<file path="src/rtl/output_port_allocator_if.sv">
// rtl/output_port_allocator_if.sv - request/grant bundle between input side and one output port allocator
interface output_port_allocator_if;
  logic [4:0] req_i;
  logic       credit_i;
  logic [4:0] grant_o;
  logic [2:0] mux_sel_o;
  logic [4:0] read_o;
  logic       cc_dec_o;
  logic       busy_o;
  logic [3:0] flit_cnt_o;

  modport master (
    output req_i, credit_i,
    input  grant_o, mux_sel_o, read_o, cc_dec_o, busy_o, flit_cnt_o
  );

  modport slave (
    input  req_i, credit_i,
    output grant_o, mux_sel_o, read_o, cc_dec_o, busy_o, flit_cnt_o
  );
endinterface

</file>
<file path="src/rtl/output_port_allocator.sv">
// rtl/output_port_allocator.sv - round-robin wormhole allocator locking one output port per packet
module output_port_allocator #(
  parameter int         NUM_PORTS = 5,
  parameter int         PKT_LEN   = 4,
  parameter logic [4:0] PORT_MASK = 5'b11111,
  parameter logic [2:0] SEL_IDLE  = 3'd7
) (
  input logic                    clk,
  input logic                    reset,
  output_port_allocator_if.slave bus
);

  typedef enum logic {S_IDLE, S_LOCKED} state_t;

  state_t     r_state, w_state_nxt;
  logic [4:0] r_grant, w_grant_nxt;
  logic [2:0] r_owner, w_owner_nxt;
  logic [2:0] r_mux_sel, w_mux_sel_nxt;
  logic [2:0] r_rr_ptr, w_rr_nxt;
  logic [3:0] r_cnt, w_cnt_nxt;

  logic [4:0] w_eff_req;
  logic [2:0] w_ptr;
  logic [2:0] w_idx;
  logic [2:0] w_win;
  logic       w_found;
  logic       w_xfer;
  logic       w_last;

  assign w_eff_req = bus.req_i & PORT_MASK;
  assign w_ptr     = (r_rr_ptr > 3'd4) ? 3'd4 : r_rr_ptr;

  // Search starts one past the last owner and wraps, so the last owner has lowest priority.
  always_comb begin
    w_found = 1'b0;
    w_win   = 3'd0;
    w_idx   = 3'd0;
    for (int i = 1; i <= NUM_PORTS; i++) begin
      w_idx = 3'((int'(w_ptr) + i) % NUM_PORTS);
      if (!w_found && w_eff_req[w_idx]) begin
        w_found = 1'b1;
        w_win   = w_idx;
      end
    end
  end

  assign w_xfer = (r_state == S_LOCKED) && bus.req_i[r_owner] && bus.credit_i;
  assign w_last = w_xfer && (r_cnt == 4'(PKT_LEN - 1));

  always_comb begin
    w_state_nxt   = r_state;
    w_grant_nxt   = r_grant;
    w_owner_nxt   = r_owner;
    w_mux_sel_nxt = r_mux_sel;
    w_rr_nxt      = r_rr_ptr;
    w_cnt_nxt     = r_cnt;
    case (r_state)
      S_IDLE: begin
        if (w_found) begin
          w_state_nxt   = S_LOCKED;
          w_grant_nxt   = 5'b00001 << w_win;
          w_owner_nxt   = w_win;
          w_mux_sel_nxt = w_win;
          w_cnt_nxt     = 4'd0;
        end
      end
      S_LOCKED: begin
        if (w_last) begin
          w_state_nxt   = S_IDLE;
          w_grant_nxt   = 5'b00000;
          w_mux_sel_nxt = SEL_IDLE;
          w_cnt_nxt     = 4'd0;
          w_rr_nxt      = r_owner;
        end else if (w_xfer) begin
          w_cnt_nxt = r_cnt + 4'd1;
        end
      end
      default: w_state_nxt = S_IDLE;
    endcase
  end

  always_ff @(posedge clk or posedge reset) begin
    if (reset) begin
      r_state   <= S_IDLE;
      r_grant   <= 5'b00000;
      r_owner   <= 3'd0;
      r_mux_sel <= SEL_IDLE;
      r_rr_ptr  <= 3'd4;
      r_cnt     <= 4'd0;
    end else begin
      r_state   <= w_state_nxt;
      r_grant   <= w_grant_nxt;
      r_owner   <= w_owner_nxt;
      r_mux_sel <= w_mux_sel_nxt;
      r_rr_ptr  <= w_rr_nxt;
      r_cnt     <= w_cnt_nxt;
    end
  end

  assign bus.grant_o    = r_grant;
  assign bus.mux_sel_o  = r_mux_sel;
  assign bus.read_o     = w_xfer ? r_grant : 5'b00000;
  assign bus.cc_dec_o   = w_xfer;
  assign bus.busy_o     = (r_state == S_LOCKED);
  assign bus.flit_cnt_o = r_cnt;

endmodule

</file>
<file path="src/flat_wrapper.sv">
// flat-port wrapper written by rule: the top's interface ports become plain ports
module output_port_allocator_flat 
#(
  parameter int         NUM_PORTS = 5,
  parameter int         PKT_LEN   = 4,
  parameter logic [4:0] PORT_MASK = 5'b11111,
  parameter logic [2:0] SEL_IDLE  = 3'd7
)
  (clk, reset, bus_req_i, bus_credit_i, bus_grant_o, bus_mux_sel_o, bus_read_o, bus_cc_dec_o, bus_busy_o, bus_flit_cnt_o);
  output_port_allocator_if bus_i ();
  input logic clk;
  input logic reset;
  input wire logic [$bits(bus_i.req_i)-1:0] bus_req_i;
  input wire logic [$bits(bus_i.credit_i)-1:0] bus_credit_i;
  output wire logic [$bits(bus_i.grant_o)-1:0] bus_grant_o;
  output wire logic [$bits(bus_i.mux_sel_o)-1:0] bus_mux_sel_o;
  output wire logic [$bits(bus_i.read_o)-1:0] bus_read_o;
  output wire logic [$bits(bus_i.cc_dec_o)-1:0] bus_cc_dec_o;
  output wire logic [$bits(bus_i.busy_o)-1:0] bus_busy_o;
  output wire logic [$bits(bus_i.flit_cnt_o)-1:0] bus_flit_cnt_o;
  assign bus_i.req_i = bus_req_i;
  assign bus_i.credit_i = bus_credit_i;
  assign bus_grant_o = bus_i.grant_o;
  assign bus_mux_sel_o = bus_i.mux_sel_o;
  assign bus_read_o = bus_i.read_o;
  assign bus_cc_dec_o = bus_i.cc_dec_o;
  assign bus_busy_o = bus_i.busy_o;
  assign bus_flit_cnt_o = bus_i.flit_cnt_o;
  output_port_allocator #(.NUM_PORTS(NUM_PORTS), .PKT_LEN(PKT_LEN), .PORT_MASK(PORT_MASK), .SEL_IDLE(SEL_IDLE)) u_core (.clk(clk), .reset(reset), .bus(bus_i));
endmodule
</file>
<file path="config.mk">
export PLATFORM = sky130hd
export DESIGN_NAME = output_port_allocator_flat
export DESIGN_NICKNAME = d
export VERILOG_FILES = /design/src/rtl/output_port_allocator_if.sv /design/src/rtl/output_port_allocator.sv /design/src/flat_wrapper.sv
export SDC_FILE = /design/constraint.sdc
export NUM_CORES = 1
export LEC_CHECK = 0
export CORE_MARGIN = 4
export CORE_UTILIZATION = 57
export CTS_BUF_LIST = sky130_fd_sc_hd__clkbuf_8
export CTS_CLUSTER_DIAMETER = 100
export DETAILED_ROUTE_END_ITERATION = 16
export PLACE_DENSITY = 0.9
export SYNTH_ARGS = -nofsm -noshare
export SYNTH_HDL_FRONTEND = slang
export SYNTH_SLANG_ARGS = --single-unit
</file>
<file path="constraint.sdc">
create_clock -name clk -period 5.7 [get_ports clk]
set_clock_uncertainty 0.1 [all_clocks]
set_input_delay 0.855 -clock clk [delete_from_list [all_inputs] [get_ports clk]]
set_output_delay 0.855 -clock clk [all_outputs]
set_load 0.01 [all_outputs]
</file>
---- Word-level counts from Yosys, hierarchy flattened ----
Cells that the tools add are included.
cells by class
  multiplexer cells ....................... 37
  magnitude comparators ................... 7
  shift operators ......................... 1
  bitwise logic cells ..................... 1
  reduce and logical (&&, ||, !) cells .... 15
  divide/modulo/power cells ............... 5
  eq/ne operators ......................... 4
  $add $sub $neg .......................... 6
operators by type and width
  cell                   number
  $mod 32x4->32 const B  5
  $lt 3x4->1 const B     6
  $mux 3                 8
  $bmux 1 s3             6
  $mux 5                 3
  $mux 1                 13
  $mux 4                 3
  $pmux 5 s2             1
  $add 3x2->4 const B    2
  $add 3x3->4 const B    2
  $pmux 4 s2             1
  $reduce_and 2->1       4
  $logic_and 1x1->1      7
  $pmux 3 s2             1
  $shl 1x3->5 const A    1
  $add 3x1->4 const B    1
  $add 4x1->4 const B    1
  $eq 4x2->1 const B     1
  $logic_not 1->1        4
  $gt 3x3->1 const B     1
  $ne 3x3->1 const B     1
  $ne 2x1->1 const B     1
  $ne 2x2->1 const B     1
  $pmux 1 s2             1
  $not 1->1              1
word-level totals
  input port bits ......................... 8
  output and inout bits ................... 19
  bits in registers ....................... 19
  word-level logic and storage cells ...... 82

---- Longest topological paths before layout ----
Gate-level depths: netlist of run 1.
  word-level depth ........................ 22
  depth in mapped cells ................... 21

---- Worst setup path before layout of run 1 ----
Ideal clock, no wire load.
  path kind ............................... register to register
  from .................................... reg u_core.r_rr_ptr[2]
  to ...................................... reg u_core.r_grant[0] (netlist: u_core.bus.grant_o[0])
  path slack .............................. 1767 ps
  data arrival time ....................... 3732 ps
  path buffers ............................ 4
  period minus slack after synthesis ...... 3933 ps
  library setup time ...................... 101 ps
  stages on the path, launching flop included .. 21
  required time ........................... 5499 ps
  cells stage by stage .................... dfstp_2 > buf_6 > buf_2 > buf_1 > nor2b_1 > ha_1 > clkbuf_1 > nor2b_1 > nor2_1 > inv_1 > ha_1 > inv_1 > ha_1 > nand4b_1 > a21oi_1 > o21ai_1 > a21oi_1 > mux2i_1 > o311ai_0 > nand3b_1 > o32ai_1
between the ends
  cells in the longest elaborated chain, start to end .. 22
ends and longest elaborated chain
  item                          line                         RTL
  from (decl)                   output_port_allocator.sv:19  logic [2:0] r_rr_ptr, w_rr_nxt;
  from (signal assigned)        output_port_allocator.sv:95  r_rr_ptr <= w_rr_nxt;
  $gt 3x3->1                    output_port_allocator.sv:31  assign w_ptr = (r_rr_ptr > 3'd4) ? 3'd4 : r_rr_ptr;
  $mux 3 (*)                    output_port_allocator.sv:31
  $add 3x1->4                   output_port_allocator.sv:39  w_idx = 3'((int'(w_ptr) + i) % NUM_PORTS);
  $mod 32x4->32                 output_port_allocator.sv:39
  $bmux 1 s3                    output_port_allocator.sv:40  if (!w_found && w_eff_req[w_idx]) begin
  $mux 1 (not written as such)  output_port_allocator.sv:40
  $mux 1                        output_port_allocator.sv:40
  $logic_not 1->1               output_port_allocator.sv:40
  (+6 left out)                 -
  $logic_and 1x1->1             output_port_allocator.sv:40
  $mux 1                        output_port_allocator.sv:40
  $logic_not 1->1               output_port_allocator.sv:40
  $logic_and 1x1->1             output_port_allocator.sv:40
  $mux 3                        output_port_allocator.sv:40
  $shl 1x3->5                   output_port_allocator.sv:61  w_grant_nxt = 5'b00001 << w_win;
  $mux 5                        output_port_allocator.sv:59  if (w_found) begin
  $pmux 5 s2                    output_port_allocator.sv:57  case (r_state)
  to (signal assigned)          output_port_allocator.sv:92  r_grant <= w_grant_nxt;
  to (decl)                     output_port_allocator.sv:16  logic [4:0] r_grant, w_grant_nxt;
Mark *: on every way between the ends. The rest lies on a longest branch, timed or not. The select of a mux whose other input is x is not followed.
A chain may end at the register's enable or synchronous reset.

---- Final worst setup path of run 1 ----
  from .................................... reg u_core.r_rr_ptr[1]
  to ...................................... reg u_core.r_grant[2] (netlist: u_core.bus.grant_o[2])
Same word-level chain as after synthesis.

==> run_results.csv, run 1 <==
group,metric,value,unit
clock_tree,root_buffer,"clkbuf_8",
clock_tree,hold_buffers,0,
die,core_area,0.00315,mm²
power,power,1.17,mW
global_route,use_met3,2.87,%
worst_hold_path,hold_depth,1,
power,p_seq_share,23.6,%
global_route,gr-usage-met1,32.8,%
synth,synth_ff_type,"dfrtp_1",
synth,yosysUniqueCellTypes,67,
die,die_area,0.00443,mm²
setup_path,path_cells,"buf_4 -> nor2b_1 -> inv_1 -> ha_1 -> inv_1 -> ha_1 -> inv_1 -> ha_1 -> nand4b_1 -> a21oi_1 -> o21ai_1 -> a221oi_1 -> nand4_1 -> a31oi_1 -> nor2b_1 -> a22o_1",
global_route,antenna_found_initial,0,
setup_path,worst-path-buf-inv,4,
setup_path,crit_required,5740,ps
place,gp_congestion,0.959,
synth,synth_compound_area_share,22.7,%
synth,netlist_instances,242,
synth,synth_top_area_share,19.2,%
route,post_drt_via_cell_ratio,6.31,
synth,synth-warning-count,0,
clock_tree,postCtsSetupBuffers,0,
route,wl_per_cell,16.3,µm
synth,syn_avg_cell_area,8.08,µm²
finish,finish.net_count,281,
clock_tree,cts.clk_slew.worst_paths,70,ps
power,vdd_drop_max,0.381,mV
place,pre_cts_slack,1020,ps
global_route,grt_use_met2,39.6,%
finish,diodes,0,
place,port_buffers,26,
global_route,overflow,0,
global_route,grtUsageTotal,23.8,%
die,io_pins,27,
worst_hold_path,whs_endpoint,"u_core.bus.grant_o[4]",
clock_tree,cts_resized,0,
global_route,grt_pass1_vias,1801,
power,switching_share,48.2,%
setup_path,worstSetupEndpointType,"register",
global_route,grt_max_degree,27,
die,chipWidth,66.6,µm
route,ant_nets,0,
clock_tree,cts_tree,"built",
sta,fin_crit,4820,ps
synth,ys_seq_area_share,24.6,%
synth,synthSimpleGateAreaFrac,32.1,%
synth,yosys.area_share.adder,7.68,%
synth,synth_top_cell_by_area,"dfrtp_1",
route,drc,0,
finish,area_delta_synth_final,15.5,%
setup_path,critPathMaxStageDelay,680,ps
run_status,status,"completed",
setup_path,r2r-end,"u_core.bus.grant_o[2]",
clock_tree,clk_latency,250,ps
power,combPwrFrac,68.6,%
power,power_density,520,mW/mm²
global_route,grt_pass1_wl,8420,µm
place,dpl.hpwl,3660,µm
sta,fin_ws,880,ps
clock_tree,cts_made_buffers,3,
power,p_switching,565,µW
sta,fin_setup_tns,0,ps
setup_path,rr_startpoint,"u_core.r_rr_ptr[1]",
setup_path,worst-r2r-cell-count,16,
sta,setup_viol,0,
route,vias,1918,
synth,netlist_area,0.00195,mm²
die,start_util,62.0,%
synth,synthArstFlopShare,100,%
synth,ys_ff_latch,19,
die,die_h,66.6,µm
sta,relSlewSlack,41.6,%
synth,synth.area.mux_share,5.63,%
power,clkPwrFrac,7.9,%
finish,drive_above_1_share,8.46,%
global_route,top_usage_layer,"met2",
sta,worstMarginPinSlew,876,ps
clock_tree,clockBufferDepth,2,
flow_run,drv_cap,0,
setup_path,cp.depth,16,
place,place_inst,300,
route,dr.pass1.iters,4,
synth,synth_top_family_by_area,"simple AND/OR/NAND/NOR gates",
sta,fmax,207,MHz
sta,finalHoldViolCount,0,
setup_path,arrival,4860,ps
die,placementRows,20,
clock_tree,cts.htree.levels,1,
sta,rsz0062_at_grt,"false",
worst_hold_path,worstHoldStart,"u_core.bus.grant_o[4]",
worst_hold_path,hold_path.class,"register to register",
setup_path,critPathLaunchType,"register",
synth,postSynthNetCount,262,
power,p_int,608,µW
setup_path,path_class,"register to register",
setup_path,slowest_stage,"nor2b_1",
setup_path,reg2reg_setup_slack,880,ps
synth,synth_edf_count,0,
sta,timing.final.crit_share,84.6,%
route,detail_route.iter0.violations,143,
setup_path,crit_family,"compound AO/OA/AOI/OAI gates",
setup_path,worstPathMaxFanout,20,
sta,slew_viol_final,0,
power,p_leak,0.931,nW
synth,ys_top_cells_by_area,"dfrtp_1, ha_1, dfstp_2, nand2_1, nand3_1",
synth,synthXorXnorAreaFrac,0.896,%
finish,final_cells,304,
route,routed_wl,4950,µm
clock_tree,cts_sinks,19,
-- cell usage after synthesis, drive strengths merged (4+ instances only) --
| cell type | count |
|---|---|
| ha | 12 |
| dfstp | 4 |
| clkbuf | 6 |
| mux2i | 6 |
| nand4 | 5 |
| nor3 | 5 |
| a31oi | 6 |
| inv | 10 |
| and2 | 8 |
| nor2b | 11 |
| dfrtp | 15 |
| a21oi | 6 |
| nand2 | 27 |
| nor2 | 19 |
| o21ai | 11 |
| nand3 | 14 |
| nand2b | 6 |
| buf | 8 |
-- routing by layer --
metal  wire length, µm  vias to the layer above  part of all wire, %
met5                 0                        -                    0
met4                62                        0                  1.3
met3               284                        8                  5.7
met2              2410                       72                   49
met1              2190                      902                   44
li1                  -                      936                    -
-- through the flow --
step	instance area [µm²]	hold WS [ps]	util, %
after CTS	2260	421	71.6
after detailed placement	2210	405	70.1
final	2260	418	71.6
after floorplan	1950	374	-
after global routing	2260	455	71.6
after global placement	2210	391	70.1
-- power groups by stage --
stage                     Sequential, mW  Combinational (mW)  Clock (mW)
after detailed placement           0.279               0.789           0
after global placement             0.275               0.773           0
final                              0.276               0.805      0.0921
after global routing               0.288               0.887      0.0993
after floorplan                    0.247               0.616           0
after CTS                          0.276               0.794      0.0946
-- layout by cell type (no fill, tap or decap), types with 3 or more instances in the layout --
cell,instances
o211ai_1,3
clkbuf_8,3
nand2_1,26
clkdlybuf4s50_1,26
nand2b_1,6
a211oi_1,3
mux2i_1,5
o22ai_1,3
and2_1,8
dfrtp_1,15
nand3_1,14
nand4_1,5
o2bb2ai_1,3
nor3_1,5
ha_1,12
a31oi_1,6
dfstp_2,4
nor2b_1,11
o21ai_0,10
a21oi_1,6
inv_1,9
nor3b_1,3
nor2_1,17
a21o_1,3
nand3b_1,3
-- kinds of logic (layout without fill, tap and decap cells) --
| group | after synthesis | after routing |
|---|---|---|
| muxes | 8 | 8 |
| and+or+nand+nor | 114 | 114 |
| adders and majority gates | 12 | 12 |
| AOI/OAI and AO/OA | 62 | 62 |
| xor gates and xnor gates | 2 | 2 |
| DFF | 19 | 19 |
| buffers and inverters | 25 | 43 |
-- state kept, by name (all words and copies together) (netlist names) --
name                   count
u_core.bus.mux_sel_o       3
u_core.bus.busy_o          1
u_core.bus.grant_o         5
u_core.r_rr_ptr            3
u_core.r_owner             3
u_core.bus.flit_cnt_o      4
-- worst max-delay path by stage --
stage,startpoint,to
after global routing,u_core.r_rr_ptr[1],u_core.bus.grant_o[0]
final,u_core.r_rr_ptr[1],u_core.bus.grant_o[2]
after detailed placement,u_core.r_rr_ptr[1],u_core.bus.grant_o[2]
after floorplan,u_core.r_rr_ptr[2],u_core.bus.grant_o[0]
after global placement,u_core.r_rr_ptr[1],u_core.bus.grant_o[2]
after CTS,u_core.r_rr_ptr[1],u_core.bus.grant_o[2]
-- final cells by class --
type	count	area, µm²
fillers	255	896
clock buffers	3	41.3
inverters	11	51.3
clock inverters	1	5.00
multi-input cells	198	1350
well taps	44	55.1
flip-flops and latches	19	480
repair buffers	28	275
No activity file was read; power rests on OpenSTA's default activity.
==> inputs of run 2 (changes only) <==
--- a/config.mk
+++ b/config.mk
@@ -6,11 +6,11 @@
 export NUM_CORES = 1
 export LEC_CHECK = 0
 export CORE_MARGIN = 4
-export CORE_UTILIZATION = 57
+export CORE_UTILIZATION = 52
 export CTS_BUF_LIST = sky130_fd_sc_hd__clkbuf_8
 export CTS_CLUSTER_DIAMETER = 100
 export DETAILED_ROUTE_END_ITERATION = 16
-export PLACE_DENSITY = 0.9
+export PLACE_DENSITY = 0.86
 export SYNTH_ARGS = -nofsm -noshare
 export SYNTH_HDL_FRONTEND = slang
 export SYNTH_SLANG_ARGS = --single-unit
==> constraint.sdc (replaced) <==
create_clock -name clk -period 3.95 [get_ports clk]
set_clock_uncertainty 0.1 [all_clocks]
set_input_delay 0.5925 -clock clk [delete_from_list [all_inputs] [get_ports clk]]
set_output_delay 0.5925 -clock clk [all_outputs]
set_load 0.01 [all_outputs]
==> run_results.csv, run 2 (synthesis gave the netlist of run 1 again) <==
group,metric,value,unit
setup_path,r2r-end,"u_core.bus.grant_o[0]",
sta,worstMarginPinSlew,892,ps
route,post_drt_via_cell_ratio,6.23,
setup_path,critPathMaxStageDelay,580,ps
clock_tree,clk_latency,260,ps
finish,largest_register_ffs,5,
setup_path,path_cells,"clkinv_4 -> nand2_4 -> inv_6 -> ha_1 -> nor2b_1 -> nor2_1 -> inv_1 -> ha_1 -> inv_1 -> ha_1 -> nand4b_1 -> a21oi_2 -> o21ai_2 -> a221oi_2 -> nand2_1 -> a31oi_2 -> buf_12 -> nand2b_1 -> o32ai_1",
die,die_area,0.00480,mm²
worst_hold_path,hold_depth,1,
global_route,grt_pass1_vias,1847,
flow_run,drv_cap,0,
power,p_seq_share,19.5,%
sta,finalHoldViolCount,0,
setup_path,worstSetupEndpoint,"u_core.bus.grant_o[0]",
setup_path,crit_required,3990,ps
place,place_inst,317,
sta,timing.final.crit_share,95.3,%
route,vias,2011,
finish,final_area,0.00242,mm²
power,vdd_drop_max,0.361,mV
setup_path,rr_startpoint,"u_core.r_rr_ptr[2]",
finish,diodes,0,
finish,drive_above_1_share,15.6,%
setup_path,worst-r2r-cell-count,19,
route,detail_route.iter0.violations,169,
worst_hold_path,hold_path.class,"register to register",
power,power_density,750,mW/mm²
sta,relSlewSlack,40.5,%
route,routed_wl,5430,µm
setup_path,slowest_stage,"dfstp_2",
power,clkPwrFrac,7.4,%
setup_path,cp.depth,19,
setup_path,arrival,3800,ps
power,p_leak,1.01,nW
finish,area_delta_synth_final,23.8,%
sta,setup_viol,0,
setup_path,reg2reg_setup_slack,190,ps
finish,mostFrequentLayoutCells,"nand2_1, clkdlybuf4s50_1, nor2_1",
global_route,grt_pass1_wl,8980,µm
setup_path,crit_start,"u_core.r_rr_ptr[2]",
clock_tree,cts_tree,"built",
sta,hold_slack,424,ps
die,die_h,69.3,µm
sta,fin_setup_tns,0,ps
clock_tree,cts_made_buffers,3,
power,switching_share,47.8,%
setup_path,worstSetupEndpointType,"register",
power,p_int,948,µW
finish,fin_util,66.6,%
route,ant_nets,0,
sta,fmax,266,MHz
route,dr.pass1.iters,5,
clock_tree,hold_buffers,0,
power,p_switching,867,µW
setup_path,worst_path_most_repeated_cell,"ha_1",
die,core_area,0.00363,mm²
clock_tree,root_buffer,"clkbuf_8",
place,placed_area,0.00233,mm²
sta,slew_viol_final,0,
global_route,antenna_found_initial,0,
finish,final_cells,323,
setup_path,worst-path-buf-inv,5,
clock_tree,cts_sinks,19,
die,chipWidth,69.3,µm
setup_path,critPathLaunchType,"register",
place,port_buffers,26,
clock_tree,clockBufferDepth,2,
setup_path,crit_family,"compound AO/OA/AOI/OAI gates",
route,wl_per_cell,16.8,µm
finish,finish.net_count,296,
power,combPwrFrac,73.1,%
die,placementRows,22,
sta,fin_crit,3760,ps
clock_tree,cts.htree.levels,1,
global_route,overflow,0,
setup_path,worstPathMaxFanout,13,
place,gp_congestion,1.03,
run_status,status,"completed",
clock_tree,cts.clk_slew.worst_paths,70,ps
place,dpl.hpwl,3960,µm
setup_path,path_class,"register to register",
die,start_util,53.8,%
global_route,grt_max_degree,24,
global_route,grtUsageTotal,22.6,%
die,io_pins,27,
route,drc,0,
run 2: power groups by stage:
stage / registers [mW] / clock network [mW] / logic [mW]
floorplan: 0.356 / 0 / 0.888
global placement: 0.350 / 0 / 1.23
detailed placement: 0.354 / 0 / 1.25
CTS: 0.352 / 0.135 / 1.26
global route: 0.364 / 0.146 / 1.45
finish: 0.353 / 0.135 / 1.33
run 2: area by class of cell:
type                            instances  area, µm²
Clock buffer                            3       41.3
Clock inverter                          1       3.75
Fill cell                             310       1210
Inverter                               11       51.3
Multi-Input combinational cell        198       1380
Sequential cell                        19        480
Tap cell                               48       60.1
Timing Repair Buffer                   43        400
run 2: worst min path at each step:
stage	start	end
final	u_core.bus.grant_o[3]	u_core.bus.grant_o[3]
after global routing	u_core.bus.mux_sel_o[1]	u_core.bus.mux_sel_o[1]
after CTS	u_core.bus.grant_o[3]	u_core.bus.grant_o[3]
after detailed placement	u_core.bus.grant_o[4]	u_core.bus.grant_o[4]
after global placement	u_core.bus.grant_o[3]	u_core.bus.grant_o[3]
after floorplan	u_core.r_owner[2]	u_core.r_rr_ptr[2]
run 2: worst reg2reg max path: stages (launching register included):
cell,delay (ps)
dfstp_2,580
clkinv_4,90
nand2_4,110
inv_6,60
ha_1,220
nor2b_1,160
nor2_1,90
inv_1,60
ha_1,170
inv_1,60
ha_1,220
nand4b_1,200
a21oi_2,200
o21ai_2,130
a221oi_2,340
nand2_1,120
a31oi_2,250
buf_12,160
nand2b_1,190
o32ai_1,130
run 2: metal layers:
layer | track usage [%] | part of all wire (%) | vias up
li1 | - | - | 953
met1 | 30.7 | 42 | 952
met2 | 35.6 | 48 | 89
met3 | 3.91 | 6.8 | 17
met4 | 8.46 | 3.1 | 0
met5 | 0 | 0 | -
run 2: what timing repair did:
action	4_1_cts	5_1_grt
buffers inserted	0	2
endpoints found under the setup margin	0	14
resized for setup	0	8
run 2: per-stage QoR:
stage	power [mW]	worst slack, ps
2_1_floorplan	1.24	17.1
5_1_grt	1.96	-22.3
4_1_cts	1.75	28.6
3_5_place_dp	1.60	50.3
3_3_place_gp	1.58	199
6_report	1.81	186
==> inputs of run 3 (changes only) <==
--- a/config.mk
+++ b/config.mk
@@ -6,11 +6,10 @@
 export NUM_CORES = 1
 export LEC_CHECK = 0
 export CORE_MARGIN = 4
-export CORE_UTILIZATION = 52
-export CTS_BUF_LIST = sky130_fd_sc_hd__clkbuf_8
+export CORE_UTILIZATION = 50
 export CTS_CLUSTER_DIAMETER = 100
 export DETAILED_ROUTE_END_ITERATION = 16
-export PLACE_DENSITY = 0.86
+export PLACE_DENSITY = 0.84
 export SYNTH_ARGS = -nofsm -noshare
 export SYNTH_HDL_FRONTEND = slang
 export SYNTH_SLANG_ARGS = --single-unit
==> run_results.csv, run 3 (synthesis gave the netlist of run 1 again) <==
group,metric,value,unit
sta,fmax,266,MHz
run_status,status,"completed",
setup_path,critPathMaxStageDelay,590,ps
finish,mostFrequentLayoutCells,"nand2_1, clkdlybuf4s50_1, nor2_1",
flow_run,drv_cap,0,
setup_path,worstSetupEndpointType,"register",
power,p_leak,1.00,nW
finish,finish.net_count,295,
die,die_h,70.5,µm
setup_path,path_cells,"clkinv_4 -> nand2_4 -> inv_6 -> ha_2 -> nor2b_1 -> nor2_1 -> inv_1 -> ha_1 -> inv_1 -> ha_1 -> nand4b_1 -> a21oi_2 -> o21ai_2 -> a2bb2oi_2 -> or4_1 -> and3_4 -> o22ai_1",
finish,diodes,0,
route,routed_wl,5440,µm
sta,setup_viol,0,
sta,fin_setup_tns,0,ps
die,io_pins,27,
setup_path,worstPathMaxFanout,11,
finish,final_cells,322,
setup_path,crit_required,4030,ps
global_route,grt_pass1_vias,1892,
setup_path,slowest_stage,"dfstp_2",
worst_hold_path,hold_path.class,"register to register",
die,chipWidth,70.5,µm
setup_path,path_class,"register to register",
global_route,antenna_found_initial,0,
clock_tree,cts_made_buffers,3,
clock_tree,cts.htree.levels,1,
global_route,grt_pass1_wl,9070,µm
place,port_buffers,26,
power,vdd_drop_max,0.420,mV
clock_tree,clk_latency,260,ps
sta,timing.final.crit_share,95.0,%
die,start_util,52.6,%
clock_tree,cts_tree,"built",
sta,worstMarginPinSlew,912,ps
sta,fin_crit,3750,ps
place,pre_cts_slack,-36.4,ps
global_route,grt_max_degree,24,
route,dr.pass1.iters,5,
finish,drive_above_1_share,15.7,%
setup_path,arrival,3830,ps
clock_tree,cts_sinks,19,
sta,slew_viol_final,0,
power,power_density,747,mW/mm²
place,dpl.hpwl,3990,µm
setup_path,crit_family,"simple AND/OR/NAND/NOR gates",
route,drc,0,
setup_path,critPathLaunchType,"register",
clock_tree,cts.clk_slew.worst_paths,70,ps
die,core_area,0.00372,mm²
global_route,overflow,0,
place,place_inst,315,
power,power,1.79,mW
die,die_area,0.00497,mm²
place,gp_congestion,0.963,
finish,fin_util,64.6,%
sta,relSlewSlack,39.2,%
setup_path,worst-path-buf-inv,4,
route,ant_nets,0,
route,wl_per_cell,16.9,µm
sta,fin_ws,197,ps
route,vias,1997,
clock_tree,hold_buffers,0,
die,placementRows,22,
sta,finalHoldViolCount,0,
finish,largest_register_ffs,5,
global_route,grtUsageTotal,22.3,%
clock_tree,root_buffer,"clkbuf_8",
route,post_drt_via_cell_ratio,6.20,
clock_tree,clockBufferDepth,2,
route,detail_route.iter0.violations,120,
finish,area_delta_synth_final,22.9,%
==> run 3: stage by stage <==
stage               area (µm²)  hold slack, ps
detailed placement        2300             407
CTS                       2360             422
global route              2400             450
floorplan                 1950             374
global placement          2300             400
finish                    2400             426
==> run 3: layout make-up <==
type	instances	area [µm²]
Clock buffer	4	45.0
Multi-Input combinational cell	198	1380
Tap cell	48	60.1
Fill cell	318	1320
Timing Repair Buffer	42	380
Inverter	11	51.3
Sequential cell	19	480
==> run 3: metal layers <==
layer	routed length, µm	up-vias	share of wire (%)	global-route usage (%)
li1	-	952	-	-
met1	2390	945	44	31.3
met2	2610	94	48	35.4
met3	396	6	7.3	4.03
met4	50	0	0.92	5.11
met5	0	-	0	0
==> run 3: timing repair <==
item                       in CTS  in global routing
gates resized for setup         1                  8
pin swaps                       1                  0
setup buffers                   1                  2
setup endpoints to repair       2                 15
gates cloned                    0                  0
==> run 3: worst paths after layout <==
check	cells after the start	end	start	slack, ps
max	17	u_core.bus.mux_sel_o[2]	u_core.r_rr_ptr[2]	200
min	1	u_core.bus.grant_o[1]	u_core.bus.grant_o[1]	430
max reg2reg	17	u_core.bus.mux_sel_o[2]	u_core.r_rr_ptr[2]	200
min reg2reg	1	u_core.bus.grant_o[1]	u_core.bus.grant_o[1]	430
max in group asynchronous	2	u_core.bus.busy_o	reset	2660
min in group asynchronous	2	u_core.bus.flit_cnt_o[0]	reset	640
==> run 3: worst reg2reg max path, delay by kind of cell, from the launching register on <==
| kind | cells | cell delay (ps) |
|---|---|---|
| flops | 1 | 590 |
| simple gates | 6 | 1370 |
| compound gates | 4 | 720 |
| fa+ha+maj | 3 | 620 |
| buf+inv | 4 | 280 |
==> run 3: power breakdown <==
part	switching (mW)	internal, mW	total, mW
clock network	0.0656	0.0718	0.137
registers	0.0742	0.282	0.356
logic	0.719	0.581	1.30
